File: src/rtl/spi_tx_if.sv
// Parent-side handshake for spi_tx: a word with a one-cycle valid strobe, and busy back.
// busy doubles as the chip-select framing the transfer.
interface spi_tx_if #(
   parameter int WIDTH = 17
);
   logic [WIDTH-1:0] din;
   logic             vin;
   logic             busy;

   modport master (output din, output vin, input busy);
   modport slave  (input din, input vin, output busy);
endinterface

File: src/rtl/spi_tx.sv
// Transmit-only SPI mode-0 shifter: the word goes out MSB first on SDA.
// SCL idles low, and each half-period of SCL lasts PRESCALER system clocks.
module spi_tx #(
   parameter int PRESCALER = 100,
   parameter int WIDTH     = 17
) (
   input  logic     clk,
   input  logic     rst,
   output logic     SDA,
   output logic     SCL,
   spi_tx_if.slave  bus
);
   localparam int PW = $clog2(PRESCALER + 1);
   localparam int BW = $clog2(WIDTH + 1);

   typedef enum logic {IDLE, SHIFT} state_t;

   state_t           state, state_n;
   logic [PW-1:0]    pre_cnt, pre_cnt_n;
   logic [BW-1:0]    bit_cnt, bit_cnt_n;
   logic [WIDTH-1:0] shreg, shreg_n;
   logic             scl_q, scl_n;

   // SDA is the shift register MSB; clearing the register at the end of a transfer leaves SDA low.
   assign SDA      = shreg[WIDTH-1];
   assign SCL      = scl_q;
   assign bus.busy = (state == SHIFT);

   // NOTE: every signal driven here gets a default first, so no path can infer a latch.
   always_comb begin
      state_n   = state;
      pre_cnt_n = pre_cnt;
      bit_cnt_n = bit_cnt;
      shreg_n   = shreg;
      scl_n     = scl_q;
      case (state)
         IDLE: begin
            if (bus.vin) begin
               state_n   = SHIFT;
               shreg_n   = bus.din;
               pre_cnt_n = '0;
               bit_cnt_n = '0;
               scl_n     = 1'b0;
            end
         end
         SHIFT: begin
            if (pre_cnt == PW'(PRESCALER - 1)) begin
               pre_cnt_n = '0;
               scl_n     = ~scl_q;
               // SCL is about to fall: this is the only point where SDA moves.
               if (scl_q) begin
                  shreg_n = shreg << 1;
                  if (bit_cnt == BW'(WIDTH - 1)) begin
                     state_n   = IDLE;
                     bit_cnt_n = '0;
                  end else begin
                     bit_cnt_n = bit_cnt + 1'b1;
                  end
               end
            end else begin
               pre_cnt_n = pre_cnt + 1'b1;
            end
         end
         default: state_n = IDLE;
      endcase
   end

   // NOTE: non-blocking assignments only, so every register samples the pre-edge value.
   always_ff @(posedge clk) begin
      if (rst) begin
         state   <= IDLE;
         pre_cnt <= '0;
         bit_cnt <= '0;
         shreg   <= '0;
         scl_q   <= 1'b0;
      end else begin
         state   <= state_n;
         pre_cnt <= pre_cnt_n;
         bit_cnt <= bit_cnt_n;
         shreg   <= shreg_n;
         scl_q   <= scl_n;
      end
   end
endmodule

File: src/flat_wrapper.sv
// flat-port wrapper written by rule: the top's interface ports become plain ports
module spi_tx_flat 
#(
   parameter int PRESCALER = 100,
   parameter int WIDTH     = 17
)
  (clk, rst, SDA, SCL, bus_din, bus_vin, bus_busy);
  spi_tx_if #(.WIDTH(WIDTH)) bus_i ();
  input  logic clk;
  input  logic rst;
  output logic SDA;
  output logic SCL;
  input wire logic [$bits(bus_i.din)-1:0] bus_din;
  input wire logic [$bits(bus_i.vin)-1:0] bus_vin;
  output wire logic [$bits(bus_i.busy)-1:0] bus_busy;
  assign bus_i.din = bus_din;
  assign bus_i.vin = bus_vin;
  assign bus_busy = bus_i.busy;
  spi_tx #(.PRESCALER(PRESCALER), .WIDTH(WIDTH)) u_core (.clk(clk), .rst(rst), .SDA(SDA), .SCL(SCL), .bus(bus_i));
endmodule
File: config.mk
export PLATFORM = sky130hd
export DESIGN_NAME = spi_tx_flat
export DESIGN_NICKNAME = d
export VERILOG_FILES = /design/src/rtl/spi_tx_if.sv /design/src/rtl/spi_tx.sv /design/src/flat_wrapper.sv
export SDC_FILE = /design/constraint.sdc
export NUM_CORES = 1
export LEC_CHECK = 0
export CAP_MARGIN = 15
export CELL_PAD_IN_SITES_DETAIL_PLACEMENT = 1
export CELL_PAD_IN_SITES_GLOBAL_PLACEMENT = 2
export CORE_MARGIN = 5
export CORE_UTILIZATION = 34
export CTS_BUF_LIST = sky130_fd_sc_hd__clkbuf_4
export DETAILED_ROUTE_END_ITERATION = 8
export PLACE_DENSITY = 0.87
export SLEW_MARGIN = 10
export SYNTH_ARGS = -nofsm -noshare
export SYNTH_HDL_FRONTEND = slang
export SYNTH_SLANG_ARGS = --single-unit
File: constraint.sdc
create_clock -name clk -period 1.8 [get_ports clk]
set_input_delay 0.45 -clock clk [delete_from_list [all_inputs] [get_ports clk]]
set_output_delay 0.45 -clock clk [all_outputs]
set_load 0.02 [all_outputs]
* After elaboration in Yosys (flattened, before gate mapping) *
Cells that the tools add are included.
Widths: inputs -> output; s select.

operators by class
  reduce and logical (&&, ||, !) cells = 2
  equality and inequality tests = 5
  bitwise operators = 2
  $add $sub $neg = 2
  multiplexer cells = 20

operators by type and width
  operator             count
  $mux 17              3
  $pmux 17 s2          1
  $mux 5               4
  $mux 7               2
  $pmux 7 s2           1
  $pmux 5 s2           1
  $add 7x1->7 const B  1
  $eq 7x7->1 const B   1
  $mux 1               6
  $ne 2x2->1 const B   3
  $add 5x1->5 const B  1
  $eq 5x5->1 const B   1
  $pmux 1 s2           2
  $reduce_and 3->1     1
  $not 1->1            2
  $reduce_and 2->1     1

storage, ports and cells
  output and inout port bits = 3
  input port bits = 20
  register bits = 31
  word-level logic and storage cells = 36

* Depth between registers and ports, before layout *
Gate-level depths: netlist (run 1).

  depth after elaboration = 5
  mapped depth = 6
  depth with buffers taken out = 6

* Least setup slack after synthesis (run 1) *
Ideal clock, no wire load.

  path type = register to register
  start = register u_core.pre_cnt[0]
  end = register u_core.shreg[14]
  arrival time = 1377 ps
  library setup time = 81 ps
  slack = 342 ps
  cell stages (with the launch flop) = 7
  buffers on the path = 1
  data required time = 1719 ps
  clock period less this slack = 1458 ps
  cell sequence = dfxtp_1 > ha_1 > nand4b_1 > o22ai_4 > buf_6 > nor2_1 > a211oi_2

between the ends
  word-level cells in the longest chain between the ends = 3

ends and longest elaborated chain
  item                               RTL line      source
  from (decl)                        spi_tx.sv:19  logic [PW-1:0] pre_cnt, pre_cnt_n;
  from (signal assigned)             spi_tx.sv:78  pre_cnt <= pre_cnt_n;
  $eq 7x7->1                         spi_tx.sv:47  if (pre_cnt == PW'(PRESCALER - 1)) begin
  $ne 2x2->1 (no source line)        -
  $reduce_and 3->1 (no source line)  -
  to (signal assigned)               spi_tx.sv:80  shreg <= shreg_n;
  to (decl)                          spi_tx.sv:21  logic [WIDTH-1:0] shreg, shreg_n;

Every way passes these cells.
A chain may end at the register's enable or synchronous reset.

* Worst setup path after layout (run 1) *
  start = register u_core.shreg[16]
  end = output SDA

RTL lines
  item       RTL line            source
  to (decl)  flat_wrapper.sv:11  output logic SDA;

No word-level cell between the ends.

==> results of run 1 <==
==> cells by family (layout without fill, tap and decap cells) <==
group	Yosys count	in the layout	synth area share, %
compound gates	40	40	21.0
fa+ha+maj	3	3	2.38
buf+inv	15	44	5.15
simple gates	62	62	20.7
flops	31	31	39.3
mux	18	18	11.4
==> registers in the layout, indices dropped and copies added (netlist names) <==
register / cells
u_core.SCL: 1
u_core.bit_cnt: 5
u_core.bus.busy: 1
u_core.pre_cnt: 7
u_core.shreg: 17
==> per-layer routing <==
layer,vias to the layer above,GRT usage (%)
li1,674,-
met1,661,16.2
met2,29,23.5
met3,9,3.55
met4,0,7.09
met5,-,0
==> timing repair <==
action,in CTS,in global routing
setup buffers,0,1
pin swaps,0,2
gates resized for setup,2,2
endpoints found under the setup margin,2,20
gates cloned,0,1
==> through the flow <==
| step | power (mW) | std cells | TNS [ns] |
|---|---|---|---|
| after global placement | 0.989 | 241 | 0 |
| final | 1.38 | 250 | 0 |
| after global routing | 1.46 | 250 | 0 |
| after detailed placement | 1.00 | 241 | -0.184 |
| after floorplan | 0.906 | 169 | 0 |
| after CTS | 1.39 | 248 | 0 |
==> layout make-up <==
type / count / area, um^2 / share of cell area, %
multi-input cells: 123 / 878 / 44.8
flip-flops and latches: 31 / 622 / 31.7
repair buffers: 31 / 328 / 16.7
well taps: 52 / 65.1 / 3.32
clock buffers: 5 / 37.5 / 1.91
inverters: 6 / 22.5 / 1.15
clock inverters: 2 / 8.76 / 0.446
==> layout by cell type, fill, tap and decap left out, types with 6 or more instances in the layout <==
cell,n
mux2i_1,18
nand2_1,9
a211oi_2,12
buf_4,6
dfxtp_1,30
o21ai_0,8
nor2_1,25
a21oi_1,9
nand3_1,10
clkdlybuf4s50_1,20
==> path summary, 6_finish.rpt <==
| check | depth (start not counted) | end | startpoint | slack [ns] |
|---|---|---|---|---|
| worst max-delay path | 1 | SDA | u_core.shreg[16]$_SDFFE_PP0P_ | 0.06 |
| worst min-delay path | 2 | u_core.shreg[0]$_SDFFE_PP0P_ | u_core.shreg[0]$_SDFFE_PP0P_ | 0.50 |
| worst max register to register | 6 | u_core.bit_cnt[3]$_SDFFE_PP0P_ | u_core.pre_cnt[1]$_SDFFE_PP0P_ | 0.11 |
| worst min register to register | 2 | u_core.shreg[0]$_SDFFE_PP0P_ | u_core.shreg[0]$_SDFFE_PP0P_ | 0.50 |
==> power breakdown <==
| part | switching [mW] | leakage, nW | internal [mW] |
|---|---|---|---|
| Combinational | 0.126 | 0.428 | 0.129 |
| Sequential | 0.0206 | 0.254 | 0.721 |
| Clock | 0.249 | 0.0285 | 0.138 |
==> flow_summary_export.csv, run 1 <==
group,metric,value,unit
power_and_ir_drop,vdd_drop_max,0.386,mV
worst_setup_path,path_buf_inv,1,
synthesis,yosysWarnings,0,
clock_network,clkSlewWorstSetupHoldPaths,0.10,ns
min_path,hold_path.class,"register to register",
worst_setup_path,worstPathMaxFanout,2,
finish,postLayoutCellArea,1960,um^2
routing,vias,1373,
clock_network,htree_levels,2,
clock_network,cts_num_sinks,31,
floorplanning,die_w,78.1,um
power_and_ir_drop,power_density,705,nW/um^2
synthesis,synth_area_per_cell,9.34,um^2
clock_network,cts_hold_buffers,0,
worst_setup_path,cp_top_family,"buffers and inverters",
routing,maxUsedRoutingLayer,"met4",
worst_setup_path,critPathSlowestCell,"clkdlybuf4s50_1",
place,place.gp.congestion,0.806,
synthesis,synth_area_leaders,"dfxtp_1 (39%), mux2i_1 (11%), a211oi_2 (9.5%), nor2_1 (5.9%), nand3_1 (3.2%)",
finish,final_nets,221,
grt,grt_pass1_wl,6870,um
grt,grt_overflow_total,0,
timing,fin_hold_ws,0.499,ns
place,io_buffers,22,
routing,drc,0,
grt,grt_max_degree,35,
synthesis,synth_cells,169,
worst_setup_path,required,1.35,ns
finish,post-route-util,44.4,%
clock_network,numCtsBuffers,5,
floorplanning,core-area,4410,um^2
timing,slew_headroom,65.6,%
clock_network,clock-root-buffer,"clkbuf_4",
routing,detail_route.wl_per_cell,16.3,um
routing,firstDrtPassIters,4,
place,pre_cts_ws,-0.0405,ns
synthesis,synth.top_cells.by_count,"dfxtp_1 (31), nor2_1 (25), mux2i_1 (18)",
timing,min_period_over_period,96.9,%
synthesis,ys_seq_elements,31,
place,dp_hpwl,2810,um
floorplanning,dieArea,6100,um^2
finish,fillerInstances,520,
timing,hold_violations,0,
timing,finClkSkew,0.0105,ns
worst_setup_path,cpPeakStageDelay,0.61,ns
finish,n_antenna_cell,0,
worst_setup_path,crit_path_start_kind,"register",
routing,drt-met1-wl,1850,um
synthesis,yosysUniqueCellTypes,34,
outcome,run_status,"completed",
synthesis,syn-num-nets,192,
synthesis,synth_top_cell_by_area,"dfxtp_1",
synthesis,yosysTopAreaCellShare,39.3,%
flow_run,max_cap_violations,0,
worst_setup_path,path_cells,"clkdlybuf4s50_1",
timing,setup_violations,0,
finish,syn2layout_area_growth,24.3,%
timing,slew_viol_final,0,
worst_setup_path,cp.arrival,1.29,ns
floorplanning,start_util,35.7,%
clock_network,tritoncts,"built",
routing,wl_met3,151,um
place,dpl_cell_area,1880,um^2
worst_setup_path,endpoint_kind,"output pin",
grt,grt_usage,13.9,%
synthesis,async_flop_share,0,%
finish,drive_gt1_share,16.7,%
routing,wl,4070,um
routing,first_iter_violations,51,
grt,grt_pass1_vias,1506,
timing,max_freq,573,MHz
power_and_ir_drop,p_leak,0.710,nW
timing,fin_crit,1.74,ns
synthesis,ys_seq_area_share,39.3,%
synthesis,synth_edf_count,0,
synthesis,syn_area,1580,um^2
timing,worst_slew_pin_slew,0.509,ns
routing,vias_per_cell,5.49,
timing,rsz0062_at_grt,"false",
synthesis,ys.flop_type,"dfxtp_1",
routing,wl_met2,1980,um
floorplanning,rows,24,
clock_network,clk_latency,0.34,ns
floorplanning,die_h,78.1,um
grt,antenna_found_initial,0,
worst_setup_path,setup.worst_path.class,"register to output pin",
timing,layout_setup_ws,0.0556,ns
routing,antenna_left,0,
floorplanning,pin_count,23,
clock_network,clockBufferDepth,2,
synthesis,synth.most_common_cell,"dfxtp_1",
Note: power is estimated with default switching activity, not from simulation.
==> run 2: changes to the inputs <==
--- a/config.mk
+++ b/config.mk
@@ -5,7 +5,7 @@
 export SDC_FILE = /design/constraint.sdc
 export NUM_CORES = 1
 export LEC_CHECK = 0
-export CAP_MARGIN = 15
+export CAP_MARGIN = 20
 export CELL_PAD_IN_SITES_DETAIL_PLACEMENT = 1
 export CELL_PAD_IN_SITES_GLOBAL_PLACEMENT = 2
 export CORE_MARGIN = 5
==> results of run 2 <==
Final layout, timing and power as in run 1 (identical DEF).
